## config.mk

```make
export PLATFORM = sky130hd
export DESIGN_NAME = localbus_master
export DESIGN_NICKNAME = d
export VERILOG_FILES = /design/src/rtl/localbus_pkg.sv /design/src/rtl/lb_cmd_fifo.sv /design/src/rtl/localbus_master.sv
export SDC_FILE = /design/constraint.sdc
export NUM_CORES = 1
export LEC_CHECK = 0
export CORE_ASPECT_RATIO = 0.6
export CORE_MARGIN = 3
export CORE_UTILIZATION = 55
export DETAILED_ROUTE_END_ITERATION = 16
export GPL_TIMING_DRIVEN = 0
export MAX_ROUTING_LAYER = met4
export PLACE_DENSITY = 0.73
export SLEW_MARGIN = 40
export SYNTH_ARGS = -nofsm -noshare
export SYNTH_HDL_FRONTEND = slang
export SYNTH_SLANG_ARGS = --single-unit
export TNS_END_PERCENT = 100
```

## constraint.sdc

```tcl
create_clock -name clk -period 5.9 [get_ports clk]
set_input_delay 0.885 -clock clk [delete_from_list [all_inputs] [get_ports clk]]
set_output_delay 0.885 -clock clk [all_outputs]
set_load 0.01 [all_outputs]
```

## src/rtl/localbus_pkg.sv

```systemverilog
// Shared types and field layout for the local-bus initiator and its command FIFO.
// The timeout/abort path is built only when LOCALBUS_TIMEOUT_EN is defined.
package localbus_pkg;

  localparam int unsigned LB_ADDR_W = 22;
  localparam int unsigned LB_DATA_W = 8;
  localparam int unsigned CMD_W     = 31;
  localparam int unsigned RSP_W     = 10;
  localparam int unsigned TO_CNT_W  = 16;

  localparam int unsigned RW_BIT   = 30;
  localparam int unsigned ADDR_MSB = 29;
  localparam int unsigned ADDR_LSB = 8;

  localparam int unsigned TO_BIT  = 9;
  localparam int unsigned RRW_BIT = 8;

  typedef enum logic [1:0] {
    ST_IDLE     = 2'd0,
    ST_ISSUE    = 2'd1,
    ST_WAIT_ACK = 2'd2,
    ST_RELEASE  = 2'd3
  } lb_state_e;

  typedef struct packed {
    logic                 timeout;
    logic                 rw;
    logic [LB_DATA_W-1:0] rdata;
  } lb_rsp_t;

endpackage

```

## src/rtl/lb_cmd_fifo.sv

```systemverilog
// Synchronous show-ahead FIFO with registered empty and count-based almost-full flags.
// A push while full is accepted only when a pop frees a slot in the same cycle.
module lb_cmd_fifo #(
  parameter int unsigned WIDTH     = 31,
  parameter int unsigned DEPTH     = 16,
  parameter int unsigned ADDR_W    = 4,
  parameter int unsigned ALF_LEVEL = 14
) (
  input  logic             clk,
  input  logic             rst,
  input  logic             push,
  input  logic [WIDTH-1:0] din,
  input  logic             pop,
  output logic [WIDTH-1:0] dout_c,
  output logic             empty,
  output logic             alf
);

  localparam int unsigned CNT_W = ADDR_W + 1;

  logic [WIDTH-1:0]  mem [DEPTH];
  logic [ADDR_W-1:0] wr_ptr;
  logic [ADDR_W-1:0] rd_ptr;
  logic [CNT_W-1:0]  count;
  logic [CNT_W-1:0]  count_d;
  logic              full_c;
  logic              push_ok_c;
  logic              pop_ok_c;

  assign full_c    = (count == CNT_W'(DEPTH));
  assign pop_ok_c  = pop && !empty;
  assign push_ok_c = push && (!full_c || pop_ok_c);
  assign dout_c    = mem[rd_ptr];

  always_comb begin
    count_d = count;
    if (push_ok_c && !pop_ok_c) begin
      count_d = count + CNT_W'(1);
    end else if (pop_ok_c && !push_ok_c) begin
      count_d = count - CNT_W'(1);
    end
  end

  // Flags are registered from the next count so they track count with no lag.
  always_ff @(posedge clk or posedge rst) begin
    if (rst) begin
      wr_ptr <= '0;
      rd_ptr <= '0;
      count  <= '0;
      empty  <= 1'b1;
      alf    <= 1'b0;
    end else begin
      if (push_ok_c) wr_ptr <= wr_ptr + ADDR_W'(1);
      if (pop_ok_c)  rd_ptr <= rd_ptr + ADDR_W'(1);
      count <= count_d;
      empty <= (count_d == '0);
      alf   <= (count_d >= CNT_W'(ALF_LEVEL));
    end
  end

  always_ff @(posedge clk) begin
    if (push_ok_c) mem[wr_ptr] <= din;
  end

endmodule

```

## src/rtl/localbus_master.sv

```systemverilog
// Local-bus initiator: queues commands, runs one cs/ack transaction each, returns one response each.
// Define LOCALBUS_TIMEOUT_EN to build the WAIT_ACK timeout counter and abort path.
module localbus_master
  import localbus_pkg::*;
#(
  parameter int unsigned CMD_DEPTH      = 16,
  parameter int unsigned CMD_ADDR_W     = 4,
  parameter int unsigned TIMEOUT_CYCLES = 1024
) (
  input  logic                 clk,
  input  logic                 rst,
  input  logic                 cmd_in_wr,
  input  logic [CMD_W-1:0]     cmd_in,
  output logic                 cmd_out_alf,
  output logic                 rsp_out_wr,
  output logic [RSP_W-1:0]     rsp_out,
  input  logic                 rsp_in_alf,
  output logic                 local_cs_n,
  output logic                 local_rw,
  output logic [LB_ADDR_W-1:0] local_addr,
  output logic [LB_DATA_W-1:0] local_wdata,
  input  logic [LB_DATA_W-1:0] local_rdata,
  input  logic                 local_ack_n
);

  if (CMD_DEPTH != (32'd1 << CMD_ADDR_W) || CMD_DEPTH < 4) begin : g_bad_depth
    $error("CMD_DEPTH must be 2**CMD_ADDR_W and at least 4");
  end
  if (TIMEOUT_CYCLES < 2 || TIMEOUT_CYCLES > 65536) begin : g_bad_timeout
    $error("TIMEOUT_CYCLES out of range");
  end
  if (TO_BIT != RSP_W - 1 || RRW_BIT != LB_DATA_W || RW_BIT != CMD_W - 1 ||
      ADDR_MSB - ADDR_LSB + 1 != LB_ADDR_W) begin : g_bad_layout
    $error("field offsets inconsistent with bus widths");
  end

  lb_state_e            state_q;
  lb_state_e            state_d;
  logic                 pop_c;
  logic                 done_ack_c;
  logic                 done_to_c;
  logic                 to_hit_c;
  logic                 fifo_empty;
  logic [CMD_W-1:0]     head_c;
  logic                 ack_q;
  logic [LB_DATA_W-1:0] rdata_q;
  lb_rsp_t              rsp_c;

  lb_cmd_fifo #(
    .WIDTH     (CMD_W),
    .DEPTH     (CMD_DEPTH),
    .ADDR_W    (CMD_ADDR_W),
    .ALF_LEVEL (CMD_DEPTH - 2)
  ) u_cmd_fifo (
    .clk    (clk),
    .rst    (rst),
    .push   (cmd_in_wr),
    .din    (cmd_in),
    .pop    (pop_c),
    .dout_c (head_c),
    .empty  (fifo_empty),
    .alf    (cmd_out_alf)
  );

`ifdef LOCALBUS_TIMEOUT_EN
  localparam logic [TO_CNT_W-1:0] TO_LAST = TO_CNT_W'(TIMEOUT_CYCLES - 1);
  logic [TO_CNT_W-1:0] to_cnt;

  always_ff @(posedge clk or posedge rst) begin
    if (rst) begin
      to_cnt <= '0;
    end else if (state_q == ST_ISSUE) begin
      to_cnt <= '0;
    end else if (state_q == ST_WAIT_ACK && !to_hit_c) begin
      to_cnt <= to_cnt + TO_CNT_W'(1);
    end
  end

  assign to_hit_c = (to_cnt == TO_LAST);
`else
  assign to_hit_c = 1'b0;
`endif

  // Ack and read data are sampled one edge before the FSM acts on them.
  always_ff @(posedge clk or posedge rst) begin
    if (rst) begin
      ack_q   <= 1'b0;
      rdata_q <= '0;
    end else begin
      ack_q   <= !local_ack_n;
      rdata_q <= local_rdata;
    end
  end

  always_ff @(posedge clk or posedge rst) begin
    if (rst) state_q <= ST_IDLE;
    else     state_q <= state_d;
  end

  always_comb begin
    state_d    = state_q;
    pop_c      = 1'b0;
    done_ack_c = 1'b0;
    done_to_c  = 1'b0;
    unique case (state_q)
      ST_IDLE: begin
        if (!fifo_empty && !rsp_in_alf) begin
          pop_c   = 1'b1;
          state_d = ST_ISSUE;
        end
      end
      ST_ISSUE: state_d = ST_WAIT_ACK;
      ST_WAIT_ACK: begin
        if (ack_q) begin
          done_ack_c = 1'b1;
          state_d    = ST_RELEASE;
        end else if (to_hit_c) begin
          done_to_c = 1'b1;
          state_d   = ST_RELEASE;
        end
      end
      ST_RELEASE: begin
        if (local_ack_n) state_d = ST_IDLE;
      end
      default: state_d = ST_IDLE;
    endcase
  end

  always_comb begin
    rsp_c         = '0;
    rsp_c.timeout = done_to_c;
    rsp_c.rw      = local_rw;
    if (done_ack_c && local_rw) rsp_c.rdata = rdata_q;
  end

  // Bus and response registers; address/data/rw only move on a pop in IDLE.
  always_ff @(posedge clk or posedge rst) begin
    if (rst) begin
      local_cs_n  <= 1'b1;
      local_rw    <= 1'b1;
      local_addr  <= '0;
      local_wdata <= '0;
      rsp_out_wr  <= 1'b0;
      rsp_out     <= '0;
    end else begin
      rsp_out_wr <= done_ack_c || done_to_c;
      if (pop_c) begin
        local_rw    <= head_c[RW_BIT];
        local_addr  <= head_c[ADDR_MSB:ADDR_LSB];
        local_wdata <= head_c[LB_DATA_W-1:0];
      end
      if (state_q == ST_ISSUE) local_cs_n <= 1'b0;
      if (done_ack_c || done_to_c) begin
        local_cs_n <= 1'b1;
        rsp_out    <= rsp_c;
      end
    end
  end

endmodule

```

After elaboration in Yosys (flattened, before gate mapping):

Memories as Yosys holds them, arrays and structs flattened. A register that Yosys moved wholly into a read port is not among the register bits.
Cells that the tools add are included.

* register bits after elaboration: 37
* bits in latches: 0
* word-level logic and storage cells: 56
* output and inout port bits: 44
* memory bits (writable): 496
* input bits: 44
* bits in read-only memories: 0
* memories kept: 1

Memory list
* u_cmd_fifo.mem: depth 16, bits a word 31, read ports 1, clocked after memory_dff 1, write ports 1, RTL line lb_cmd_fifo.sv:21 `logic [WIDTH-1:0] mem [DEPTH];`

* divide/modulo/power cells: 0
* equality and inequality tests: 7
* magnitude comparators: 1
* bitwise operators: 0
* multipliers: 0
* reduce and logical (&&, ||, !) cells: 17
* shifts and indexed selects: 0
* add/subtract/negate cells: 4
* mux-type cells: 15

Operator list (number)
* 5-bit 2-to-1 mux: 2
* 4-bit by 1-bit adder with 4-bit output, second input constant: 2
* 1-bit 2-to-1 mux: 8
* 8-bit 2-to-1 mux: 1
* 2-bit one-hot mux with 4 select lines: 1
* 1-bit logical AND: 6
* 1-bit logical NOT: 6
* 2-bit 2-to-1 mux: 3
* 2-bit inequality test, second input constant: 3
* 5-bit by 1-bit adder with 5-bit output, second input constant: 1
* 5-bit equality test, second input constant: 1
* 5-bit by 4-bit >= comparator with 1-bit output, second input constant: 1
* 5-bit logical NOT: 1
* 5-bit by 1-bit subtractor with 5-bit output, second input constant: 1
* 2-bit equality test, second input constant: 2
* 3-bit AND reduction: 1
* 2-bit by 1-bit equality test with 1-bit output, second input constant: 1
* 2-bit logical NOT: 1
* 2-bit nonzero test: 1
* 1-bit logical OR: 1

Longest topological paths before layout:

* depth after elaboration: 12
* depth in mapped cells: 9
* gate-level depth less buffers: 7

Hierarchy:

From an unflattened synthesis, not the netlist that was laid out.

* cell total of the unflattened synthesis: 1167
* area, all modules: 21916.0 um2

Modules (own cells, without submodules)
* lb_cmd_fifo: area each 19927.9 um2, seq. area each 15270.9 um2, times used 1, cells each 1032
* localbus_master: area each 1988.2 um2, seq. area each 1328.8 um2, times used 1, cells each 135

Worst setup path after synthesis:

No wires, ideal clock.

* path kind: input to register
* start: input port rsp_in_alf
* end: memory u_cmd_fifo.mem[1][0] (enable)
* path buffers: 1
* data required time: 5.403 ns
* cell stages on the path: 4
* arrival time: 4.633 ns
* library setup time: 0.497 ns
* setup slack: 0.769 ns
* cell sequence: nor3b_1 -> clkbuf_1 -> o21ai_0 -> nor4_1

* longest elaborated chain between the ends: 9

RTL lines
* from (decl): RTL line localbus_master.sv:17 `input logic rsp_in_alf,`
* 1-bit logical NOT: RTL line localbus_master.sv:107 `if (!fifo_empty && !rsp_in_alf) begin`
* 1-bit logical AND: RTL line localbus_master.sv:107
* 1-bit 2-to-1 mux: RTL line localbus_master.sv:107
* 1-bit 2-to-1 mux: RTL line localbus_master.sv:105 `unique case (state_q)`
* 1-bit logical AND: RTL line lb_cmd_fifo.sv:31 `assign pop_ok_c = pop && !empty;`
* 1-bit logical OR: RTL line lb_cmd_fifo.sv:32 `assign push_ok_c = push && (!full_c || pop_ok_c);`
* 1-bit logical AND: RTL line lb_cmd_fifo.sv:32
* 1-bit 2-to-1 mux: RTL line lb_cmd_fifo.sv:62 `if (push_ok_c) mem[wr_ptr] <= din;`
* 1-bit 2-to-1 mux (not written as such): RTL line lb_cmd_fifo.sv:62
* to (decl): RTL line lb_cmd_fifo.sv:21

Every way passes these cells.

Worst setup path in the final report:

* start: input port rsp_in_alf
* end: memory u_cmd_fifo.mem[3][25] (enable)

Same word-level chain as after synthesis.

==> summary.log <==
INFO  cells_and_area area_growth_syn_to_layout=17.4%
INFO  route          vias_per_cell=6.28
INFO  placed_design  placed_area=23700um2
INFO  timing         setup-tns-final=0ps
INFO  run_status     status=finished clean
INFO  clocking       cts-hold-fix-buffers=0
INFO  clocking       tritoncts=yes
INFO  route          vias=11000
INFO  power          p_int=8.35mW
INFO  critical_path  worstPathRequired=6180ps
INFO  die            floorplan_row_count=55
INFO  clocking       cts.htree.levels=2
INFO  critical_path  crit-reg2reg-capture=u_cmd_fifo.mem[3][25]
INFO  clocking       ctsRootBufferMaster=clkbuf_16
INFO  cells_and_area layoutNonFillerInstCount=1745
INFO  clocking       numCtsBuffers=49
INFO  critical_path  critical_path.top_delay_family=buffers and inverters
INFO  critical_path  worstRegToRegCells=12
INFO  placed_design  routabilityCongestion=0.782
INFO  worst_hold_path worstHoldPathCells=2
INFO  route          drt-total-wl=49200um
INFO  critical_path  critical_path.reg2reg.startpoint=state_q[1]
INFO  critical_path  cp_slowest_stage_delay=560ps
INFO  power          clock_power_share=26.6%
INFO  power          power.leakage=8.43nW
INFO  critical_path  critical_path.cell_chain=clkdlybuf4s50_1 -> nor3b_1 -> clkbuf_1 -> o21ai_0 -> nor4_2 -> buf_2 -> buf_2 -> buf_2 -> buf_2 -> buf_2 -> buf_2
INFO  timing         fmax=0.242GHz
INFO  power          switching_share=29.7%
INFO  die            start_util=56.5%
INFO  timing         number_of_setup_violations_in_the_final_report=0
INFO  timing         maxSlewHeadroom=41.2%
INFO  clocking       clk-insertion-delay-late=580ps
INFO  clocking       clock_path_buffers=3
INFO  placed_design  place_worst_setup_slack=1190ps
INFO  cells_and_area post-route-cell-area=25300um2
INFO  power          combPwrFrac=30.4%
INFO  timing         worstMarginPinSlew=882ps
INFO  global_route   grt_pass1_wl=73300um
INFO  route          detail_route.drc_violations=0
INFO  synthesis      synth_enable_flop_cells=496
INFO  die            die-area=41700um2
INFO  synthesis      post_synth_num_cell_types=40
INFO  critical_path  path_buf_inv=8
INFO  global_route   grt_start_max_net_pins=42
INFO  clocking       clk_transition_reported_paths=60ps
INFO  clocking       post-cts-setup-buffers=0
INFO  run            cap_violations=0
INFO  timing         finalWorstPathRequiredPeriod=4130ps
INFO  synthesis      seq_area_frac_synth=76.9%
INFO  clocking       numClockSinks=564
INFO  global_route   vias_in_the_first_global_route=11000
INFO  route          dr.pass1.iters=5
INFO  power          seqPwrFrac=43.0%
INFO  global_route   initial_antenna_violation_count=0
INFO  placed_design  buffer_ports.inserted=86
INFO  die            die_y=159um
INFO  timing         rsz0062_at_grt=false
INFO  synthesis      ys_dominant_reg_cell=edfxtp_1
INFO  critical_path  critical_path.endpoint=u_cmd_fifo.mem[3][25]
INFO  placed_design  dp_hpwl=31300um
INFO  route          drtAntennaViolNets=0
INFO  timing         setup_ws=1770ps
INFO  worst_hold_path worstHoldPathType=reg2reg
INFO  timing         skew=15.8ps
INFO  route          routedWlPerCell=28.2um
INFO  cells_and_area antenna_cells_inserted=0
INFO  critical_path  r2r_slack=1840ps
INFO  power          switchingPower=3.52mW
INFO  critical_path  timing.critical_path.from_type=primary input
INFO  cells_and_area multi_input_comb_area=4750um2
INFO  critical_path  critical_path.startpoint=rsp_in_alf
INFO  placed_design  place.detailed.instances=1653
INFO  timing         post-route-period-util=69.9%
INFO  cells_and_area layout.area.seq=16600um2
INFO  critical_path  critical_path.most_common_cell=buf_2
INFO  critical_path  crit_fanout=10
INFO  timing         fin_hold_viols=0
INFO  clocking       cts_resized=0
INFO  synthesis      postSynthCellCount=1001
INFO  critical_path  cp.arrival=4410ps
INFO  die            die_width=262um
INFO  critical_path  endpoint_kind=register
INFO  critical_path  crit_slowest_cell=nor4_2
INFO  power          vdd_ir_drop_max=260uV
INFO  global_route   gr-usage-all-layers=25.0%
INFO  cells_and_area finalNetCount=1248
INFO  die            io_pins=88
INFO  power          power_density=469nW/um2
INFO  synthesis      syn_area=21600um2
INFO  synthesis      synth_warnings=0
INFO  synthesis      synth.avg_cell_area=21.6um2
INFO  cells_and_area fillers=2469
INFO  critical_path  crit_cells=11
INFO  die            floorplan.core_area=38200um2
INFO  synthesis      yosys_register_bits=564
INFO  critical_path  timing.setup.critical_path_class=in2reg
INFO  cells_and_area drive_gt1_share=27.1%
INFO  route          drt_first_iter_violations=1348
INFO  synthesis      synth_async_sr_flop_share=12.1%
INFO  global_route   gr-total-overflow=0
INFO  timing         timing_max_transition_violations_final=0
INFO  synthesis      synthesis.nets=1057
==> cell families (layout without fill, tap and decap cells) <==
family	after synthesis	in the layout	synth area share, %
fa+ha+maj	12	12	0.696
mux	188	188	16.1
flops	564	564	76.9
xor+xnor	8	8	0.360
simple gates	96	96	2.26
buf+inv	74	305	1.40
compound gates	58	58	2.21
other cells	1	1	0.0174
==> per-layer routing <==
layer | track usage, % | share of wire [%] | vias up
met2 | 34.5 | 44 | 616
li1 | - | - | 4514
met3 | 5.09 | 10 | 77
met1 | 39.0 | 43 | 5752
met5 | - | 0 | -
met4 | 5.84 | 2.0 | 0
==> final cells by class <==
cell class	count	area share [%]
timing repair buffer	140	5.72
tap	513	2.53
buffer	58	1.02
sequential	564	65.6
multi-input combinational	363	18.7
clock buffer	74	5.63
inverter	16	0.257
clock inverter	17	0.548
==> worst min path at each step <==
stage                     from         end  slack, ps
floorplan           local_cs_n  local_cs_n        470
global placement    local_cs_n  local_cs_n        460
detailed placement  local_cs_n  local_cs_n        470
CTS                 local_cs_n  local_cs_n        480
global route        local_cs_n  local_cs_n        510
finish              local_cs_n  local_cs_n        480
==> cells in the mapped netlist (3+ instances only) <==
cell type	number	area, um2
nand4_1	5	31.3
nor4_1	4	25.0
o21ai_0	15	75.1
buf_1	9	33.8
xnor2_1	7	61.3
edfxtp_1	496	14900
mux2i_1	31	310
buf_2	17	85.1
nand2_1	28	105
nor3_1	32	160
inv_1	16	60.1
clkbuf_1	31	116
nor2_1	8	30.0
a221o_1	31	310
mux2_2	33	372
mux4_2	124	2790
ha_1	12	150
a21oi_1	4	20.0
dfstp_2	3	78.8
and2_1	11	68.8
dfrtp_1	65	1630
==> power by group through the flow <==
stage | Clock (mW) | Sequential, mW | Combinational, mW
5_1_grt | 3.36 | 5.14 | 3.86
3_3_place_gp | 0 | 5.20 | 3.39
6_report | 3.15 | 5.10 | 3.61
3_5_place_dp | 0 | 5.18 | 3.60
2_1_floorplan | 0 | 5.18 | 2.21
4_1_cts | 3.19 | 5.11 | 3.63
==> registers in the layout, summed over array words and instances, names as in the netlist <==
name and count:
ack_q 1, local_addr 22, local_cs_n 1, local_rw 1
local_wdata 8, rdata_q 8, rsp_out 9, rsp_out_wr 1
state_q 2, u_cmd_fifo.alf 1, u_cmd_fifo.count 5, u_cmd_fifo.empty 1
u_cmd_fifo.mem 496, u_cmd_fifo.rd_ptr 4, u_cmd_fifo.wr_ptr 4
==> worst min-delay path, cell delays in order, from the launching register on <==
cell and delay, ps:
dfstp_2 370, inv_1 50, o21ai_0 60
==> stage by stage <==
step | util [%] | power (mW) | hold slack, ps
finish | 66.3 | 11.9 | 479
global route | 66.3 | 12.4 | 508
CTS | 66.3 | 11.9 | 481
detailed placement | 62.2 | 8.78 | 471
global placement | 60.4 | 8.59 | 463
floorplan | - | 7.39 | 474
==> cell usage in the layout (no fill, tap or decap), drive strengths merged, types with 2 or more instances in the layout <==
cell / synthesis / layout
clkdlybuf4s50: 0 / 86
nor3: 32 / 32
clkbuf: 31 / 107
nor2: 8 / 8
bufinv: 0 / 2
clkinv: 0 / 11
dfrtp: 65 / 65
nor4: 4 / 4
ha: 12 / 12
xnor2: 7 / 7
edfxtp: 496 / 496
nand2: 28 / 28
mux4: 124 / 124
inv: 16 / 19
mux2i: 31 / 31
nand4: 5 / 5
dfstp: 3 / 3
mux2: 33 / 33
buf: 27 / 79
a221o: 31 / 31
o21ai: 15 / 15
and2: 11 / 11
a21oi: 4 / 4
Power figures use the tool's default switching activity.
